==> config.mk <==
export PLATFORM = sky130hd
export DESIGN_NAME = factorial_bcd
export DESIGN_NICKNAME = d
export VERILOG_FILES = /design/src/rtl/factorial_pkg.sv /design/src/rtl/bcd_add3.sv /design/src/rtl/factorial_bcd.sv
export SDC_FILE = /design/constraint.sdc
export NUM_CORES = 1
export LEC_CHECK = 0
export CORE_ASPECT_RATIO = 1.1
export CORE_MARGIN = 1.5
export CORE_UTILIZATION = 35
export CTS_CLUSTER_DIAMETER = 30
export CTS_CLUSTER_SIZE = 30
export DETAILED_ROUTE_END_ITERATION = 8
export HOLD_SLACK_MARGIN = 0.1
export PLACE_DENSITY_LB_ADDON = 0.1
export SLEW_MARGIN = 20
export SYNTH_ARGS = -nofsm -noshare
export SYNTH_HDL_FRONTEND = slang
export SYNTH_HIERARCHICAL = 1
export SYNTH_SLANG_ARGS = --single-unit
==> constraint.sdc <==
create_clock -name clk -period 4.47 [get_ports clk]
set_input_delay 0.894 -clock clk [delete_from_list [all_inputs] [get_ports clk]]
set_output_delay 0.894 -clock clk [all_outputs]
set_load 0.05 [all_outputs]
==> src/rtl/factorial_pkg.sv <==
// Purpose: types and sizing constants shared by the factorial engine and its BCD readout stage.
// Latency: n/a (declarations only).
// Backpressure: n/a.
package factorial_pkg;

   localparam int FACT_DATA_W     = 16;
   localparam int FACT_BCD_DIGITS = 5;

   typedef enum logic {
      IDLE  = 1'b0,
      SHIFT = 1'b1
   } bcd_state_t;

endpackage

==> src/rtl/bcd_add3.sv <==
// Purpose: double-dabble digit correction, returns d+3 when d>=5 else d.
// Latency: combinational.
// Backpressure: none.
// Ports: d_in - one BCD digit before the shift; d_out - corrected digit.
module bcd_add3 (
   input  logic [3:0] d_in,
   output logic [3:0] d_out
);

   always_comb begin
      d_out = d_in;
      if (d_in >= 4'd5) begin
         d_out = d_in + 4'd3;
      end
   end

endmodule

==> src/rtl/factorial_bcd.sv <==
// Purpose: capture factorial results on the engine's done strobe and convert them to packed BCD.
// Latency: 17 cycles from the in_valid cycle to the bcd_valid cycle; one IDLE cycle between back-to-back conversions.
// Backpressure: none upstream; one pending slot absorbs a strobe during a conversion, further strobes are dropped and flag overflow.
// Ports:
//   clk, reset_n       - clock, asynchronous active-low reset
//   in_valid, in_data  - one-cycle result strobe and value from the engine
//   bcd_out, bcd_valid - packed BCD (digit 0 in [3:0]) and its one-cycle update pulse
//   ndigits            - significant digit count, 1 for zero
//   busy, overflow     - converting or pending slot full; sticky dropped-input flag
module factorial_bcd
   import factorial_pkg::*;
#(
   parameter int DATA_W = FACT_DATA_W,
   parameter int DIGITS = FACT_BCD_DIGITS
) (
   input  logic                  clk,
   input  logic                  reset_n,
   input  logic                  in_valid,
   input  logic [DATA_W-1:0]     in_data,
   output logic [4*DIGITS-1:0]   bcd_out,
   output logic                  bcd_valid,
   output logic [2:0]            ndigits,
   output logic                  busy,
   output logic                  overflow
);

   localparam int CNT_W = $clog2(DATA_W);
   localparam logic [CNT_W-1:0] CNT_LAST = CNT_W'(DATA_W - 1);

   bcd_state_t             state_q, state_d;
   logic [CNT_W-1:0]       cnt_q, cnt_d;
   logic [DATA_W-1:0]      bin_q, bin_d;
   logic [4*DIGITS-1:0]    bcd_q, bcd_d;
   logic                   pend_v_q, pend_v_d;
   logic [DATA_W-1:0]      pend_data_q, pend_data_d;
   logic [4*DIGITS-1:0]    bcd_out_q, bcd_out_d;
   logic [2:0]             ndigits_q, ndigits_d;
   logic                   bcd_valid_q, bcd_valid_d;
   logic                   busy_q, busy_d;
   logic                   overflow_q, overflow_d;

   logic [4*DIGITS-1:0]    bcd_adj;
   logic [4*DIGITS-1:0]    bcd_sh;
   logic [DATA_W-1:0]      bin_sh;

   // Highest nonzero digit index + 1; a value of zero still shows one digit.
   function automatic logic [2:0] count_digits(input logic [4*DIGITS-1:0] b);
      logic [2:0] n;
      n = 3'd1;
      for (int i = 0; i < DIGITS; i++) begin
         if (b[4*i +: 4] != 4'd0) begin
            n = 3'(i + 1);
         end
      end
      return n;
   endfunction

   // Digits are corrected independently; no carry crosses digits before the shift.
   for (genvar g = 0; g < DIGITS; g++) begin : g_add3
      bcd_add3 u_add3 (
         .d_in  (bcd_q[4*g +: 4]),
         .d_out (bcd_adj[4*g +: 4])
      );
   end

   always_comb begin
      {bcd_sh, bin_sh} = {bcd_adj, bin_q} << 1;
   end

   always_comb begin
      state_d     = state_q;
      cnt_d       = cnt_q;
      bin_d       = bin_q;
      bcd_d       = bcd_q;
      pend_v_d    = pend_v_q;
      pend_data_d = pend_data_q;
      bcd_out_d   = bcd_out_q;
      ndigits_d   = ndigits_q;
      bcd_valid_d = 1'b0;
      overflow_d  = overflow_q;

      case (state_q)
         IDLE: begin
            if (pend_v_q) begin
               // Pending entry has priority; a same-cycle strobe refills the slot.
               bin_d    = pend_data_q;
               pend_v_d = in_valid;
               if (in_valid) begin
                  pend_data_d = in_data;
               end
               cnt_d   = '0;
               bcd_d   = '0;
               state_d = SHIFT;
            end else if (in_valid) begin
               bin_d   = in_data;
               cnt_d   = '0;
               bcd_d   = '0;
               state_d = SHIFT;
            end
         end
         SHIFT: begin
            bcd_d = bcd_sh;
            bin_d = bin_sh;
            cnt_d = cnt_q + 1'b1;
            if (cnt_q == CNT_LAST) begin
               bcd_out_d   = bcd_sh;
               ndigits_d   = count_digits(bcd_sh);
               bcd_valid_d = 1'b1;
               cnt_d       = '0;
               state_d     = IDLE;
            end
            // Strobes while converting (including the final edge) go to the slot;
            // a full slot keeps its value and the new input is lost.
            if (in_valid) begin
               if (!pend_v_q) begin
                  pend_v_d    = 1'b1;
                  pend_data_d = in_data;
               end else begin
                  overflow_d = 1'b1;
               end
            end
         end
         default: begin
            state_d = IDLE;
         end
      endcase

      busy_d = (state_d == SHIFT) | pend_v_d;
   end

   always_ff @(posedge clk or negedge reset_n) begin
      if (!reset_n) begin
         state_q     <= IDLE;
         cnt_q       <= '0;
         bin_q       <= '0;
         bcd_q       <= '0;
         pend_v_q    <= 1'b0;
         pend_data_q <= '0;
         bcd_out_q   <= '0;
         ndigits_q   <= 3'd1;
         bcd_valid_q <= 1'b0;
         busy_q      <= 1'b0;
         overflow_q  <= 1'b0;
      end else begin
         state_q     <= state_d;
         cnt_q       <= cnt_d;
         bin_q       <= bin_d;
         bcd_q       <= bcd_d;
         pend_v_q    <= pend_v_d;
         pend_data_q <= pend_data_d;
         bcd_out_q   <= bcd_out_d;
         ndigits_q   <= ndigits_d;
         bcd_valid_q <= bcd_valid_d;
         busy_q      <= busy_d;
         overflow_q  <= overflow_d;
      end
   end

   assign bcd_out   = bcd_out_q;
   assign bcd_valid = bcd_valid_q;
   assign ndigits   = ndigits_q;
   assign busy      = busy_q;
   assign overflow  = overflow_q;

endmodule

### Word-level counts from Yosys, hierarchy flattened

Index checks and enable logic that the tools add are counted.

* add/subtract/negate cells: 6
* $lt $le $gt $ge: 5
* eq/ne operators: 6
* muxes and demuxes: 32
* bitwise logic cells: 2
* reduce and logical (&&, ||, !) cells: 7

Operators by type and width (count)
* two-way mux 16 bit: 5
* case mux 16 bit (2 select lines): 2
* two-way mux 20 bit: 2
* case mux 20 bit (2 select lines): 1
* two-way mux 4 bit: 7
* >= comparator 4 x 3 -> 1 bit, second input constant: 5
* adder 4 x 2 -> 4 bit, second input constant: 4
* nonzero test 4 bit: 4
* two-way mux 3 bit: 4
* inequality test 2 bit, second input constant: 4
* case mux 4 bit (2 select lines): 1
* two-way mux 1 bit: 7
* adder 4 x 1 -> 4 bit, second input constant: 1
* == test 4 bit, second input constant: 1
* case mux 1 bit (2 select lines): 2
* AND reduction 4 bit: 1
* adder 3 x 2 -> 3 bit, second input constant: 1
* inequality test 3 bit, second input constant: 1
* AND reduction 3 bit: 1
* two-way mux 2 bit: 1
* AND reduction 2 bit: 1
* NOT 1 bit: 1
* OR 1 bit: 1

* bits in registers: 84
* input port bits: 19
* output and inout bits: 26
* word-level logic and storage cells: 69

### Depth between registers and ports, before layout

* depth after elaboration: 7
* depth in mapped cells: 8

### By module

The synthesis kept the hierarchy.

Modules (own cells, without submodules)
* factorial_bcd: instances 1, cells an instance 299, area each 3548.4 µm²
* bcd_add3: instances 5, cells an instance 16, area each 101.3 µm²

### Worst setup path after synthesis

Ideal clock, no wire load.

* path kind: reg2reg
* from: register bcd_q[4]
* to: register ndigits_q[1], in the netlist ndigits[1]
* setup time: 0.122 ns
* arrival time: 1.809 ns
* setup slack: 2.539 ns
* cell stages (with the launch flop): 8
* buffers on the path: 0
* path through: dfrtp_1 -> ha_1 -> nand2b_1 -> a21oi_2 -> mux2i_1 -> or4_1 -> o2111ai_1 -> nand2_1

* word-level cells in the longest chain between the ends: 7
* elaborated cells between the ends (all ways): 9
* those cells by class: 1 x add/sub; 1 x order compare; 5 x mux; 2 x reduce/logical

RTL lines
* start, declared: line factorial_bcd.sv:33 `logic [4*DIGITS-1:0] bcd_q, bcd_d;`
* start signal, assigned: line factorial_bcd.sv:136 `bcd_q <= '0;`
* start signal, assigned: line factorial_bcd.sv:148 `bcd_q <= bcd_d;`
* adder 4 x 2 -> 4 bit or >= comparator 4 x 3 -> 1 bit (tied branches): line bcd_add3.sv:13, bcd_add3.sv:12
* two-way mux 4 bit *: line bcd_add3.sv:12 `if (d_in >= 4'd5) begin`
* net bcd_adj[5]: line factorial_bcd.sv:42 `logic [4*DIGITS-1:0] bcd_adj;`
* nonzero test 4 bit *: line factorial_bcd.sv:51 `if (b[4*i +: 4] != 4'd0) begin`
* two-way mux 2 bit *: line factorial_bcd.sv:51
* two-way mux 3 bit * (3 in series): line factorial_bcd.sv:51
* end signal, assigned: line factorial_bcd.sv:152 `ndigits_q <= ndigits_d;`
* end, declared: line factorial_bcd.sv:37 `logic [2:0] ndigits_q, ndigits_d;`

Mark *: on every way through the listed nets, which the timed path passes. The rest lies on a longest branch.
A chain may end at the register's enable or synchronous reset.

### Worst setup path after layout

* from: register ndigits_q[0], in the netlist ndigits[0]
* to: output ndigits[0]

RTL lines
* end, declared: line factorial_bcd.sv:22 `output logic [2:0] ndigits,`

No word-level cell between the ends.

==> results.txt <==
The run finished with clean final reports. The clock share of power is 0.217. The vias per cell is 4.77, and the final number of hold-violating endpoints is 0.

The worst setup path is captured at an output pin. Summed over all nets, the switching power comes to 0.00146 W. The kind of cell with the highest combined delay along the critical path is buffers and inverters.

For the number of antenna violations at the first check in global routing, the log shows 0. TritonCTS built the clock tree. Leaving out fill and tap cells, the most frequent cell in the layout is sky130_fd_sc_hd__nand2_1.

Entering global routing, the biggest net connects 63 pins. The total power draw came out at 0.00382 W. The signal on the critical path passes through clkdlybuf4s50_1. In this run, post-CTS repair resized a total of 0 instances. For this run, the top clock speed supported by timing is 392 MHz.

The minimum clock period is 2.55 ns. The layout overhead on the synthesized area works out to 22.0%. The tools report the cell count after synthesis as 375. The core region is 0.0111 mm2. For the combinational share of power, the log shows 0.429.

The synthesized netlist net count was 405. For the worst setup path, the data required time is 3.58 ns. The total global routing overflow is 0. The switching power as a share of total power is 0.383. In the layout the commonest cells are sky130_fd_sc_hd__nand2_1, sky130_fd_sc_hd__dfrtp_1, sky130_fd_sc_hd__clkdlybuf4s50_1. The cell sitting at the root of the clock tree is a sky130_fd_sc_hd__clkbuf_16. The slowest stage of the critical path belongs to the cell sky130_fd_sc_hd__clkdlybuf4s50_1. After detailed placement, the total cell area comes to 0.00458 mm2. The run gives 0 as the count of antenna-violating nets left after detailed routing. The logs give 2753 for the number of global-route vias before repair and 0.34 ns for the clock latency reported for the late side of the worst-skew pair. The maximum buffer depth of the clock tree came out at 2.

Max-cap violations in this run came to 0. The tools report the first-pass iteration count of the detailed router as 4. Dividing the detail-routed wire length by the instance count gives 13.5 um.

The initial core utilization came out at 0.365. In this run the vertical extent of the chip is 116 um. CTS saw 84 sinks.

Setup violations remaining at the end of the flow were counted as 0. The finished cells cover 0.00492 mm2. The die is 105 um wide. IR analysis of the VDD net gives a maximum drop of 259 uV.

The worst setup path is launched from a flop. In this run the core area contains 40 standard-cell rows. The number of setup buffers added after CTS is 0. After routing, the total negative slack on setup checks comes to 0 ns. At the end of routability-driven placement, the weighted congestion stood at 0.748.

The tools report the first-pass GRT wire length as 13600 um. The run gives 0.00235 W as the cell-internal power. Total wire length: 7660 um. The worst setup path is of the flop to output pin kind. On the final layout, the worst clock skew is 0.00576 ns.

The tools report the diode insertion count for antenna repair as 0. The total buffers and inverters traversed by the critical path came out at 1. Port buffering added 44 buffers. Setup repair after global routing left no endpoint under its margin.

The tools report the count of pins over their slew limit as 0. The run gives 0.140 as the overall track demand over capacity in global routing. The count of hold-fix buffers inserted at cts is 0, and the count of warnings emitted by yosys is 6. The share of the clock period used by the worst path was 0.570; the number of nets in the layout was 446. After clock tree synthesis, the clock-pin slew on the worst setup and hold paths is 0.06 ns. The tools report the max-slew headroom at the worst pin as 0.315.

After legalization and detailed placement, the total HPWL measured 4960 um. The post-synthesis area per instance was 10.8 um2. In this run the static leakage power is 2.39 nW. In this design, the stage delay of the slowest critical-path cell is 0.79 ns. The power per cell area came out at 775 mW/mm2. For the post-route DRC violation count, the log shows 0. The share of final-layout standard cells stronger than drive strength 1 came out at 0.152.

The floorplan step defined a die boundary enclosing 0.0122 mm2. 45 I/O pins were placed. In this run the number of H-tree levels came out at 3. The part of the total power dissipated in sequential elements came out at 0.353. In this run the worst hold path is classified as flop to flop. After synthesis the cells add up to 0.00404 mm2. STA puts the critical path data arrival time at 1.65 ns. The routed layout has 2712 vias. The largest driver fanout on the critical path came out at 2. In this run, the number of DRC markers left after iteration 0 of detailed routing was 91.

For the pin with the worst max-slew slack, the measured transition is 1.02 ns. TritonCTS created 9 clock buffers.
==> path summary, 6_finish.rpt <==
check / startpoint / endpoint / slack (ns) / cells past startpoint
setup / recovery: ndigits[0]$_DFFE_PN1P_ / ndigits[0] / 1.92 / 1
hold / removal: ndigits[1]$_DFFE_PN0P_ / ndigits[1]$_DFFE_PN0P_ / 0.46 / 2
setup reg to reg: state_q$_DFF_PN0_ / ndigits[1]$_DFFE_PN0P_ / 1.97 / 5
hold reg to reg: ndigits[1]$_DFFE_PN0P_ / ndigits[1]$_DFFE_PN0P_ / 0.46 / 2
max in group asynchronous: reset_n / ndigits[0]$_DFFE_PN1P_ / 2.99 / 2
min in group asynchronous: reset_n / bcd_out[4]$_DFFE_PN0P_ / 0.59 / 1
==> final cells by class <==
class | count | area, um2
tap | 147 | 184
timing repair buffer | 48 | 468
multi-input combinational | 261 | 1780
fill | 1064 | 6140
inverter | 12 | 45.0
clock inverter | 5 | 82.6
sequential | 84 | 2110
clock buffer | 11 | 253
==> metrics by stage <==
stage / cells / util / hold slack (ns) / worst slack, ns
floorplan: 375 / - / 0.456 / 2.54
global placement: 552 / 0.414 / 0.455 / 1.53
detailed placement: 552 / 0.414 / 0.456 / 1.49
CTS: 568 / 0.445 / 0.471 / 1.76
global route: 568 / 0.445 / 0.498 / 1.71
finish: 568 / 0.445 / 0.463 / 1.92
==> flip-flops by register name, summed over array words and instances, names as in the netlist <==
signal	cells
overflow	1
bin_q	16
ndigits	3
cnt_q	4
bcd_valid	1
busy	1
pend_data_q	16
bcd_q	20
state_q	1
bcd_out	20
pend_v_q	1
==> metal layers <==
metal / part of all wire / GRT usage / vias up / wire length [um]
met4: 0.017 / 0.0712 / 0 / 133
met2: 0.48 / 0.234 / 33 / 3690
met5: 0 / 0 / - / 0
li1: - / - / 1360 / -
met3: 0.028 / 0.0208 / 10 / 211
met1: 0.47 / 0.180 / 1309 / 3630
==> power groups by stage <==
stage | registers [W] | clock network, W | logic [W]
floorplan | 0.00158 | 0 | 0.00101
global placement | 0.00135 | 0 | 0.00163
detailed placement | 0.00136 | 0 | 0.00166
CTS | 0.00135 | 0.000855 | 0.00167
global route | 0.00140 | 0.000885 | 0.00183
finish | 0.00135 | 0.000830 | 0.00164
Power figures use the tool's default switching activity.
